$ cat config.mk
export PLATFORM = sky130hd
export DESIGN_NAME = hart_stress_classifier
export DESIGN_NICKNAME = d
export VERILOG_FILES = /design/src/rtl/hart_pkg.sv /design/src/rtl/pulse_sync_edge.sv /design/src/rtl/hart_stress_classifier.sv
export SDC_FILE = /design/constraint.sdc
export NUM_CORES = 1
export LEC_CHECK = 0
export BUFFER_PORTS_ARGS = -buffer_cell sky130_fd_sc_hd__buf_2
export CAP_MARGIN = 20
export CORE_MARGIN = 2
export CORE_UTILIZATION = 62
export DETAILED_ROUTE_END_ITERATION = 6
export HOLD_SLACK_MARGIN = 0.05
export PLACE_DENSITY = 0.91
export SYNTH_ARGS = -nofsm -noshare
export SYNTH_HDL_FRONTEND = slang
export SYNTH_SLANG_ARGS = --single-unit
$ cat constraint.sdc
create_clock -name clk -period 4.34 [get_ports clk]
set_input_delay 0.434 -clock clk [delete_from_list [all_inputs] [get_ports clk]]
set_output_delay 0.434 -clock clk [all_outputs]
set_load 0.01 [all_outputs]
$ cat src/rtl/hart_pkg.sv
// Shared types and constants for the heartbeat stress classifier:
// FSM states, class thresholds and the average-to-level mapping.
package hart_pkg;

  typedef enum logic [1:0] {
    IDLE  = 2'd0,
    ARMED = 2'd1,
    FILL  = 2'd2,
    TRACK = 2'd3
  } hart_state_e;

  localparam logic [15:0] THR_1 = 16'd1000;
  localparam logic [15:0] THR_2 = 16'd857;
  localparam logic [15:0] THR_3 = 16'd750;
  localparam logic [15:0] THR_4 = 16'd667;
  localparam logic [15:0] THR_5 = 16'd600;
  localparam logic [15:0] THR_6 = 16'd500;

  localparam logic [2:0] STATUS_NONE = 3'd0;
  localparam int         AVG_DEPTH   = 4;

  // Longer average interval means a slower heart rate, hence a lower stress level.
  function automatic logic [2:0] classify(input logic [15:0] avg);
    logic [2:0] lvl;
    if (avg >= THR_1) begin
      lvl = 3'd1;
    end else if (avg >= THR_2) begin
      lvl = 3'd2;
    end else if (avg >= THR_3) begin
      lvl = 3'd3;
    end else if (avg >= THR_4) begin
      lvl = 3'd4;
    end else if (avg >= THR_5) begin
      lvl = 3'd5;
    end else if (avg >= THR_6) begin
      lvl = 3'd6;
    end else begin
      lvl = 3'd7;
    end
    return lvl;
  endfunction

endpackage

$ cat src/rtl/pulse_sync_edge.sv
// Two-flop synchronizer for an asynchronous level input followed by a
// registered one-clock rising-edge pulse (pulse rises on the 3rd clock edge).
module pulse_sync_edge (
  input  logic clk,
  input  logic rst,
  input  logic din,
  output logic pulse
);

  logic s1_r;
  logic s2_r;
  logic s3_r;

  // Synchronizer chain and edge-detect register.
  always_ff @(posedge clk or posedge rst) begin
    if (rst) begin
      s1_r  <= 1'b0;
      s2_r  <= 1'b0;
      s3_r  <= 1'b0;
      pulse <= 1'b0;
    end else begin
      s1_r  <= din;
      s2_r  <= s1_r;
      s3_r  <= s2_r;
      pulse <= s2_r & ~s3_r;
    end
  end

endmodule

$ cat src/rtl/hart_stress_classifier.sv
// Measures heartbeat intervals in timebase ticks, averages the last four valid
// intervals and maps the average to a 3-bit stress level; detects signal loss.
module hart_stress_classifier
  import hart_pkg::*;
#(
  parameter int CLK_DIV    = 50000,
  parameter int PERIOD_W   = 12,
  parameter int MIN_PERIOD = 250,
  parameter int TIMEOUT    = 3000
) (
  input  logic                clk,
  input  logic                reset,
  input  logic                beat_in,
  output logic [2:0]          status,
  output logic                status_valid,
  output logic                status_upd,
  output logic [PERIOD_W-1:0] avg_period,
  output logic                lost
);

  localparam int                  DIV_W     = (CLK_DIV > 1) ? $clog2(CLK_DIV) : 1;
  localparam logic [DIV_W-1:0]    DIV_LAST  = DIV_W'(CLK_DIV - 1);
  localparam logic [PERIOD_W-1:0] MIN_C     = PERIOD_W'(MIN_PERIOD);
  localparam logic [PERIOD_W-1:0] TIMEOUT_C = PERIOD_W'(TIMEOUT);
  localparam logic [PERIOD_W-1:0] TO_LAST_C = PERIOD_W'(TIMEOUT - 1);
  localparam int                  SUM_W     = PERIOD_W + 2;

  logic                beat_evt_s;
  logic                tick_s;
  logic                timeout_s;
  logic                push_s;
  logic                clr_s;
  logic                cnt_clr_s;
  logic                track_push_s;
  hart_state_e         state_r;
  hart_state_e         state_n_s;
  logic [2:0]          fill_r;
  logic [DIV_W-1:0]    presc_r;
  logic [PERIOD_W-1:0] cnt_r;
  logic [PERIOD_W-1:0] buf_r [AVG_DEPTH];
  logic [SUM_W-1:0]    sum_r;
  logic [PERIOD_W-1:0] avg_s;
  logic                upd_pend_r;
  logic                trk_pend_r;

  pulse_sync_edge u_beat_sync (
    .clk   (clk),
    .rst   (reset),
    .din   (beat_in),
    .pulse (beat_evt_s)
  );

  assign tick_s       = (presc_r == DIV_LAST);
  // The tick that would take cnt to TIMEOUT is the timeout event itself.
  assign timeout_s    = tick_s && (cnt_r == TO_LAST_C) && (state_r != IDLE);
  assign track_push_s = push_s && (state_n_s == TRACK);
  assign avg_s        = sum_r[SUM_W-1:2];

  // Timebase prescaler.
  always_ff @(posedge clk or posedge reset) begin
    if (reset) begin
      presc_r <= '0;
    end else if (tick_s) begin
      presc_r <= '0;
    end else begin
      presc_r <= presc_r + DIV_W'(1);
    end
  end

  // Interval counter; an accepted beat wins over a coincident tick.
  always_ff @(posedge clk or posedge reset) begin
    if (reset) begin
      cnt_r <= '0;
    end else if (cnt_clr_s) begin
      cnt_r <= '0;
    end else if (tick_s && (cnt_r != TIMEOUT_C)) begin
      cnt_r <= cnt_r + PERIOD_W'(1);
    end
  end

  // FSM state and fill-count registers.
  always_ff @(posedge clk or posedge reset) begin
    if (reset) begin
      state_r <= IDLE;
      fill_r  <= 3'd0;
    end else begin
      state_r <= state_n_s;
      if (clr_s) begin
        fill_r <= 3'd0;
      end else if (push_s && (state_r != TRACK)) begin
        fill_r <= fill_r + 3'd1;
      end
    end
  end

  // Next-state logic: timeout has priority, artifacts below MIN_PERIOD are ignored.
  always_comb begin
    state_n_s = state_r;
    push_s    = 1'b0;
    clr_s     = 1'b0;
    cnt_clr_s = 1'b0;
    case (state_r)
      IDLE: begin
        if (beat_evt_s) begin
          cnt_clr_s = 1'b1;
          state_n_s = ARMED;
        end else begin
          state_n_s = IDLE;
        end
      end
      ARMED, FILL, TRACK: begin
        if (timeout_s) begin
          clr_s     = 1'b1;
          cnt_clr_s = beat_evt_s;
          state_n_s = beat_evt_s ? ARMED : IDLE;
        end else if (beat_evt_s && (cnt_r >= MIN_C)) begin
          push_s    = 1'b1;
          cnt_clr_s = 1'b1;
          if (state_r == ARMED) begin
            state_n_s = FILL;
          end else if ((state_r == FILL) && (fill_r == 3'(AVG_DEPTH - 1))) begin
            state_n_s = TRACK;
          end else begin
            state_n_s = state_r;
          end
        end else begin
          state_n_s = state_r;
        end
      end
      default: begin
        state_n_s = IDLE;
      end
    endcase
  end

  // Interval shift buffer with running sum.
  always_ff @(posedge clk or posedge reset) begin
    if (reset) begin
      for (int i = 0; i < AVG_DEPTH; i++) buf_r[i] <= '0;
      sum_r <= '0;
    end else if (clr_s) begin
      for (int i = 0; i < AVG_DEPTH; i++) buf_r[i] <= '0;
      sum_r <= '0;
    end else if (push_s) begin
      buf_r[0] <= cnt_r;
      for (int i = 1; i < AVG_DEPTH; i++) buf_r[i] <= buf_r[i-1];
      sum_r <= sum_r - {2'b00, buf_r[AVG_DEPTH-1]} + {2'b00, cnt_r};
    end
  end

  // Second pipeline stage: average, classification and output pulses.
  always_ff @(posedge clk or posedge reset) begin
    if (reset) begin
      upd_pend_r   <= 1'b0;
      trk_pend_r   <= 1'b0;
      status       <= STATUS_NONE;
      status_valid <= 1'b0;
      status_upd   <= 1'b0;
      avg_period   <= '0;
      lost         <= 1'b0;
    end else begin
      upd_pend_r <= push_s;
      trk_pend_r <= track_push_s;
      lost       <= clr_s;
      status_upd <= 1'b0;
      if (clr_s) begin
        status       <= STATUS_NONE;
        status_valid <= 1'b0;
        avg_period   <= '0;
      end else if (upd_pend_r) begin
        avg_period <= avg_s;
        if (trk_pend_r) begin
          status       <= classify(16'(avg_s));
          status_valid <= 1'b1;
          status_upd   <= 1'b1;
        end
      end
    end
  end

endmodule
* Yosys cells after proc, flatten, opt, wreduce, memory -nomap -nowiden *
Index checks and enable logic that the tools add are counted.

storage, ports and cells
  register bits = 119
  input port bits = 3

operators by class
  equal/unequal tests = 9
  reductions and logical operators = 16
  $add $sub $neg = 5
  bitwise logic cells = 2
  $lt $le $gt $ge = 7
  muxes and demuxes = 40

operators by type and width
  kind                                                                                   count
  48-bit two-way mux                                                                     2
  12-bit by 10-bit greater-or-equal comparator with 1-bit output, second input constant  5
  12-bit two-way mux                                                                     4
  14-bit two-way mux                                                                     2
  3-bit two-way mux                                                                      8
  16-bit by 1-bit adder with 16-bit output, second input constant                        1
  16-bit equality test, second input constant                                            1
  16-bit two-way mux                                                                     1
  1-bit two-way mux                                                                      15
  14-bit by 12-bit adder with 14-bit output                                              1
  14-bit by 12-bit subtractor with 14-bit output                                         1
  12-bit by 1-bit adder with 12-bit output, second input constant                        1
  12-bit equality test, second input constant                                            1
  12-bit by 8-bit greater-or-equal comparator with 1-bit output, second input constant   1
  12-bit by 9-bit greater-or-equal comparator with 1-bit output, second input constant   1
  2-bit two-way mux                                                                      6
  12-bit != test, second input constant                                                  1
  2-bit nonzero test                                                                     6
  1-bit logical AND                                                                      7
  2-bit equality test, second input constant                                             3
  2-bit case mux with 2 select lines                                                     1
  3-bit by 1-bit adder with 3-bit output, second input constant                          1
  3-bit by 2-bit equality test with 1-bit output, second input constant                  1
  3-bit OR reduction                                                                     1
  7 further kinds                                                                        7

* Logic depth before layout (Yosys ltp) *
  depth in word-level cells = 10
  mapped depth = 11
  gate-level depth less buffers = 11

* Hierarchy *
Synthesis repeated with hierarchy kept, for this count alone.

unflattened totals
  cell total of the unflattened synthesis = 650
  area total of the unflattened synthesis = 6085.8 µm²

modules (own cells, without submodules)
  module                  area each (µm²)  times used  cells an instance
  hart_stress_classifier  5968.2           1           644
  pulse_sync_edge         117.6            1           6

* Worst setup path before layout *
OpenSTA, ideal clock, no wires.

  path type = flip-flop to flip-flop
  start point = reg cnt_r[1]
  end point = reg sum_r[10]
  path buffers = 0
  period minus slack after synthesis = 2885 ps
  arrival time = 2751 ps
  required time = 4207 ps
  stages on the path, launching flop included = 11
  path slack = 1455 ps
  path through = dfrtp_1 > inv_1 > fa_1 > inv_1 > fa_1 > a21o_1 > a221oi_1 > o21ai_0 > a31oi_1 > xor2_1 > o21ai_0

between the ends
  longest elaborated chain between the ends = 6
  elaborated cells between the ends (all ways) = 14
  those cells by class = 1 x add/sub; 1 x order compare; 1 x eq/ne; 7 x mux; 4 x reduce/logical

ends and longest elaborated chain
  what                                                                                                   line                                                         RTL
  from (decl)                                                                                            hart_stress_classifier.sv:39                                 logic [PERIOD_W-1:0] cnt_r;
  from (signal assigned)                                                                                 hart_stress_classifier.sv:77                                 cnt_r <= cnt_r + PERIOD_W'(1);
  12-bit by 8-bit greater-or-equal comparator with 1-bit output or 12-bit equality test (tied branches)  hart_stress_classifier.sv:116, hart_stress_classifier.sv:55
  1-bit logical AND, on equally long branches                                                            hart_stress_classifier.sv:116, hart_stress_classifier.sv:55
  1-bit two-way mux or 1-bit logical AND (tied branches)                                                 hart_stress_classifier.sv:116, hart_stress_classifier.sv:55
  1-bit two-way mux                                                                                      hart_stress_classifier.sv:112                                if (timeout_s) begin
  1-bit two-way mux                                                                                      hart_stress_classifier.sv:102                                case (state_r)
  2-bit nonzero test (no source line) or 14-bit two-way mux (tied branches)                              -
  to (signal assigned)                                                                                   hart_stress_classifier.sv:147                                sum_r <= sum_r - {2'b00, buf_r[AVG_DEPTH-1]} + {2'b00, cnt_r};
  to (decl)                                                                                              hart_stress_classifier.sv:41                                 logic [SUM_W-1:0] sum_r;

Parallel ways exist; a longest one is shown, timed or not. The select of a mux whose other input is x is not followed.
A chain may end at the register's enable or synchronous reset.

* Worst setup path after layout *
  start point = reg presc_r[7]
  end point = reg sum_r[11]

between the ends
  longest elaborated chain between the ends = 6
  elaborated cells between the ends (all ways) = 9
  those cells by class = 1 x eq/ne; 5 x mux; 3 x reduce/logical

ends and longest elaborated chain
  what                                                      line                           RTL
  from (decl)                                               hart_stress_classifier.sv:38   logic [DIV_W-1:0] presc_r;
  from (signal assigned)                                    hart_stress_classifier.sv:66   presc_r <= presc_r + DIV_W'(1);
  16-bit equality test (*)                                  hart_stress_classifier.sv:53   assign tick_s = (presc_r == DIV_LAST);
  1-bit logical AND (*) (2 in series)                       hart_stress_classifier.sv:55   assign timeout_s = tick_s && (cnt_r == TO_LAST_C) && (state_r != IDLE);
  1-bit two-way mux                                         hart_stress_classifier.sv:112
  1-bit two-way mux                                         hart_stress_classifier.sv:102
  14-bit two-way mux or 2-bit nonzero test (tied branches)  -

Mark *: on every way between the ends. The rest lies on a longest branch, timed or not.

==> flow_summary.html <==
<table>
<tr><th>Metric</th><th>Value</th></tr>
<tr><th colspan="2">Run status</th></tr>
<tr><td>Run status</td><td>finished clean</td></tr>
<tr><th colspan="2">Finish</th></tr>
<tr><td>Antenna cells</td><td>0</td></tr>
<tr><td>Proportion of layout cells with a drive suffix above 1</td><td>0.1104</td></tr>
<tr><td>Number of filler instances in the final layout</td><td>564</td></tr>
<tr><td>Commonest cells after routing, fill and taps aside</td><td>sky130_fd_sc_hd__dfrtp_1 (119), sky130_fd_sc_hd__nor2_1 (55), sky130_fd_sc_hd__inv_1 (54)</td></tr>
<tr><td>Final core utilization</td><td>0.7225</td></tr>
<tr><td>Area added between synthesis and finish</td><td>13.70%</td></tr>
<tr><td>NumNets Final</td><td>612</td></tr>
<tr><td>Most common cell after layout, fill and taps aside</td><td>sky130_fd_sc_hd__dfrtp_1</td></tr>
<tr><th colspan="2">Timing</th></tr>
<tr><td>Timing-limited maximum frequency</td><td>0.2968 GHz</td></tr>
<tr><td>Crit path time final</td><td>3.369 ns</td></tr>
<tr><td>Worst relative slew slack</td><td>0.4718</td></tr>
<tr><td>Accumulated negative setup slack</td><td>0 ns</td></tr>
<tr><td>Count of final setup violators</td><td>0</td></tr>
<tr><td>Final period utilization</td><td>0.7762</td></tr>
<tr><td>Final hold vios</td><td>0</td></tr>
<tr><td>Setup repair after global routing missed its margin</td><td>false</td></tr>
<tr><td>Max-slew violations</td><td>0</td></tr>
<tr><td>Final worst hold slack</td><td>0.3481 ns</td></tr>
<tr><td>Worst Skew</td><td>0.008314 ns</td></tr>
<tr><td>Transition time at the pin with the least slew margin</td><td>0.7911 ns</td></tr>
<tr><th colspan="2">Critical path</th></tr>
<tr><td>Slowest CP cell</td><td>sky130_fd_sc_hd__o311ai_0</td></tr>
<tr><td>Type of element launching the critical path</td><td>flop</td></tr>
<tr><td>Slack of the worst reg-to-reg path</td><td>0.97 ns</td></tr>
<tr><td>Kind of end point of the critical path</td><td>flop</td></tr>
<tr><td>Worst Path Max Fanout</td><td>43</td></tr>
<tr><td>Timing endpoint of the critical path</td><td>sum_r[11]$_DFFE_PP0P_</td></tr>
<tr><td>Worst endpoint data arrival time</td><td>3.73 ns</td></tr>
<tr><td>Source of the worst register-to-register timing path</td><td>presc_r[7]$_DFF_PP0_</td></tr>
<tr><td>Cells on worst reg2reg path</td><td>8</td></tr>
<tr><td>Launch point of the worst path</td><td>presc_r[7]$_DFF_PP0_</td></tr>
<tr><td>Data required time at the worst endpoint</td><td>4.70 ns</td></tr>
<tr><td>Most used cell along the critical path</td><td>sky130_fd_sc_hd__buf_4</td></tr>
<tr><td>Longest individual stage delay on the worst path</td><td>0.58 ns</td></tr>
<tr><td>Sequence of cells on the critical path</td><td>or4b_4 &gt; nor4_1 &gt; nand4_1 &gt; buf_4 &gt; nand3_1 &gt; buf_4 &gt; inv_2 &gt; o311ai_0</td></tr>
<tr><td>Worst reg2reg endpoint</td><td>sum_r[11]$_DFFE_PP0P_</td></tr>
<tr><td>Critical Setup Path Class</td><td>flop to flop</td></tr>
<tr><th colspan="2">Global routing</th></tr>
<tr><td>Antenna violations before repair</td><td>0</td></tr>
<tr><td>Layer with the highest usage after global routing</td><td>met2</td></tr>
<tr><td>Met1 Resource Use GR</td><td>0.3358</td></tr>
<tr><td>Number of global-route vias before repair</td><td>4372</td></tr>
<tr><td>Gr ovfl total</td><td>0</td></tr>
<tr><td>GR Layer Usage met2</td><td>0.4431</td></tr>
<tr><td>Met3 usage</td><td>0.07559</td></tr>
<tr><td>Total Routing Usage GR</td><td>0.2688</td></tr>
<tr><td>Global-route wire length before repair</td><td>20.93 mm</td></tr>
<tr><td>Largest net degree at the start of global routing</td><td>84</td></tr>
<tr><th colspan="2">CTS</th></tr>
<tr><td>Worst-Skew Late Latency</td><td>0.53 ns</td></tr>
<tr><td>Clock tree from TritonCTS</td><td>done</td></tr>
<tr><td>Number of sinks handled by clock tree synthesis</td><td>119</td></tr>
<tr><td>Clock tree root driver cell</td><td>sky130_fd_sc_hd__clkbuf_8</td></tr>
<tr><td>H-tree depth</td><td>4</td></tr>
<tr><td>Number of buffers created by CTS</td><td>17</td></tr>
<tr><td>Max Root-Sink Buffers</td><td>2</td></tr>
<tr><td>Number of post-CTS setup repair buffers</td><td>0</td></tr>
<tr><td>CTS clk-pin slew, worst paths</td><td>0.06 ns</td></tr>
<tr><th colspan="2">Logic synthesis</th></tr>
<tr><td>Ranking of synthesized cells by area</td><td>sky130_fd_sc_hd__dfrtp_1 (51%), sky130_fd_sc_hd__a22o_1 (5.7%), sky130_fd_sc_hd__ha_1 (4.5%)</td></tr>
<tr><td>Mux share of post-synthesis cell area</td><td>0.02625</td></tr>
<tr><td>Flip-flop and latch count after synthesis</td><td>119</td></tr>
<tr><td>Synthesized-area fraction occupied by xor and xnor cells</td><td>0.05120</td></tr>
<tr><td>Sequential area share after synthesis</td><td>0.5120</td></tr>
<tr><td>Gate Count Post-Synth</td><td>552</td></tr>
<tr><td>Simple logic cell fraction of the synthesized area</td><td>0.1336</td></tr>
<tr><td>Main combinational cell family by area after synthesis</td><td>compound AO/OA/AOI/OAI gates</td></tr>
<tr><td>Yosys cell types</td><td>53</td></tr>
<tr><td>Dominant register cell in the synthesized netlist</td><td>sky130_fd_sc_hd__dfrtp_1</td></tr>
<tr><td>Number of synthesized flops with an enable pin</td><td>0</td></tr>
<tr><td>Synthesized net count</td><td>588</td></tr>
<tr><td>Avg Synthesized Cell Area</td><td>10.54 um2</td></tr>
<tr><td>Library cell occupying the most area in the post-synthesis netlist</td><td>sky130_fd_sc_hd__dfrtp_1</td></tr>
<tr><td>Netlist area before placement</td><td>5816 um2</td></tr>
<tr><td>Number of warning messages in the yosys log</td><td>0</td></tr>
<tr><td>Fraction of post-synthesis cell area in the top cell type by area</td><td>0.5120</td></tr>
<tr><td>Post-synthesis compound-gate area fraction</td><td>0.1386</td></tr>
<tr><td>Synthesized-area fraction occupied by adder cells</td><td>0.08649</td></tr>
<tr><td>Async set-or-reset flop fraction in the synthesized netlist</td><td>1.000</td></tr>
<tr><th colspan="2">Floorplan</th></tr>
<tr><td>FP Rows</td><td>35</td></tr>
<tr><td>Initial core utilization</td><td>0.6354</td></tr>
<tr><td>Core Region</td><td>9153 um2</td></tr>
<tr><td>IO Count</td><td>21</td></tr>
<tr><td>Die Width</td><td>100.9 um</td></tr>
<tr><td>Die area</td><td>10170 um2</td></tr>
<tr><td>Floorplan die height</td><td>100.9 um</td></tr>
<tr><th colspan="2">Route</th></tr>
<tr><td>Antenna Nets Post-Route</td><td>0</td></tr>
<tr><td>DR iter-0 viols</td><td>327</td></tr>
<tr><td>DRC violations left</td><td>0</td></tr>
<tr><td>Post-DR wirelength/cell</td><td>17.54 um</td></tr>
<tr><td>Aggregate routed wire length</td><td>12.28 mm</td></tr>
<tr><td>Routed vias</td><td>4276</td></tr>
<tr><td>Initial DRT Pass Iterations</td><td>5</td></tr>
<tr><td>Via count normalized by instance count</td><td>6.109</td></tr>
<tr><th colspan="2">Job</th></tr>
<tr><td>Max Cap Viol</td><td>0</td></tr>
<tr><th colspan="2">Placed design</th></tr>
<tr><td>Placer's final routability congestion estimate</td><td>0.8343</td></tr>
<tr><td>HPWL after DPL</td><td>7.937 mm</td></tr>
<tr><td># port buffers</td><td>20</td></tr>
<tr><th colspan="2">Pwr</th></tr>
<tr><td>Power density over the cells</td><td>372.4 nW/um2</td></tr>
<tr><td>Standby leakage power</td><td>3.148 nW</td></tr>
<tr><td>Peak ir drop on the vdd network</td><td>0.0003003 V</td></tr>
<tr><th colspan="2">Hold path</th></tr>
<tr><td>Class of the worst hold path</td><td>flop to flop</td></tr>
</table>
## layer usage
metal | vias up | part of all wire
li1 | 1958 | -
met3 | 26 | 0.056
met2 | 168 | 0.50
met1 | 2124 | 0.42
met4 | 0 | 0.022
met5 | - | 0
## critical path, delay by kind of cell (launching register included)
kind / cells / cell delay (ns)
and+or+nand+nor: 4 / 1.24
AOI/OAI and AO/OA: 1 / 0.58
buffers and inverters: 3 / 0.93
DFF: 1 / 0.42
## report_power, final
group,internal [mW],switching [mW],total (mW)
combinational,0.00762,0.0270,0.0346
sequential,1.11,0.00190,1.11
clock,0.811,0.502,1.31
total,1.93,0.531,2.46
## cells in the mapped netlist, types with 2 or more instances
| master | number |
|---|---|
| sky130_fd_sc_hd__a21o_1 | 4 |
| sky130_fd_sc_hd__a21oi_1 | 15 |
| sky130_fd_sc_hd__a22o_1 | 38 |
| sky130_fd_sc_hd__a31oi_1 | 4 |
| sky130_fd_sc_hd__and2_1 | 2 |
| sky130_fd_sc_hd__buf_2 | 4 |
| sky130_fd_sc_hd__clkbuf_1 | 17 |
| sky130_fd_sc_hd__dfrtp_1 | 119 |
| sky130_fd_sc_hd__fa_1 | 12 |
| sky130_fd_sc_hd__ha_1 | 21 |
| sky130_fd_sc_hd__inv_1 | 55 |
| sky130_fd_sc_hd__mux2_2 | 2 |
| sky130_fd_sc_hd__mux2i_1 | 13 |
| sky130_fd_sc_hd__nand2_1 | 35 |
| sky130_fd_sc_hd__nand2b_1 | 2 |
| sky130_fd_sc_hd__nand3_1 | 25 |
| sky130_fd_sc_hd__nand4_1 | 9 |
| sky130_fd_sc_hd__nand4b_1 | 2 |
| sky130_fd_sc_hd__nor2_1 | 55 |
| sky130_fd_sc_hd__nor2b_1 | 3 |
| sky130_fd_sc_hd__nor3_1 | 8 |
| sky130_fd_sc_hd__nor4_1 | 4 |
| sky130_fd_sc_hd__o2111ai_1 | 3 |
| sky130_fd_sc_hd__o211ai_1 | 6 |
| sky130_fd_sc_hd__o21a_1 | 3 |
| sky130_fd_sc_hd__o21ai_0 | 29 |
| sky130_fd_sc_hd__o311ai_0 | 2 |
| sky130_fd_sc_hd__or3_1 | 2 |
| sky130_fd_sc_hd__or4_1 | 2 |
| sky130_fd_sc_hd__xnor2_1 | 19 |
| sky130_fd_sc_hd__xor2_1 | 15 |
## timing repair
item / 4_1_cts / 5_1_grt
endpoints found under the hold margin: 1 / 23
hold buffers: 1 / 1
gates resized for setup: 0 / 0
## layout make-up
class,instances,area [um2],area share
tap,111,138.9,0.02100
multi-input combinational,354,2547,0.3852
sequential,119,2978,0.4503
clock buffer,19,421.7,0.06377
inverter,57,216.5,0.03273
clock inverter,13,132.6,0.02006
timing repair buffer,27,177.7,0.02687
## worst min-delay path by stage
| stage | slack (ns) | start | endpoint | cells after the start |
|---|---|---|---|---|
| 3_5_place_dp | 0.34 | u_beat_sync.s1_r$_DFF_PP0_ | u_beat_sync.s2_r$_DFF_PP0_ | 0 |
| 6_report | 0.35 | u_beat_sync.s1_r$_DFF_PP0_ | u_beat_sync.s2_r$_DFF_PP0_ | 0 |
| 3_3_place_gp | 0.34 | u_beat_sync.s1_r$_DFF_PP0_ | u_beat_sync.s2_r$_DFF_PP0_ | 0 |
| 5_1_grt | 0.36 | u_beat_sync.s1_r$_DFF_PP0_ | u_beat_sync.s2_r$_DFF_PP0_ | 0 |
| 4_1_cts | 0.16 | reset | buf_r[11]$_DFFE_PP0P_ | 2 |
| 2_1_floorplan | 0.33 | u_beat_sync.s1_r$_DFF_PP0_ | u_beat_sync.s2_r$_DFF_PP0_ | 0 |
## state kept, by name, indices dropped and copies added (netlist names)
register and cells:
buf_r 48, presc_r 16, sum_r 14, avg_period 12
cnt_r 12, fill_r 3, status 3, state_r 2
lost 1, status_upd 1, status_valid 1, trk_pend_r 1
u_beat_sync.pulse 1, u_beat_sync.s1_r 1, u_beat_sync.s2_r 1, u_beat_sync.s3_r 1
upd_pend_r 1
## cells by family (layout without fill, tap and decap cells)
logic type | Yosys count | count (layout)
xor gates and xnor gates | 34 | 34
muxes | 15 | 15
and+or+nand+nor | 158 | 158
adders and majority gates | 33 | 33
DFF | 119 | 119
buffers and inverters | 79 | 116
AOI/OAI and AO/OA | 114 | 114
## metrics by stage
step	std cells	power (mW)	worst slack [ns]	cell area [um2]
6_report	700	2.462	0.9713	6613
3_5_place_dp	665	1.166	1.070	6011
3_3_place_gp	665	1.165	1.129	6011
5_1_grt	700	2.536	0.6886	6613
2_1_floorplan	552	1.157	0.7485	5816
4_1_cts	698	2.471	1.039	6575
Note: power is estimated with default switching activity, not from simulation.
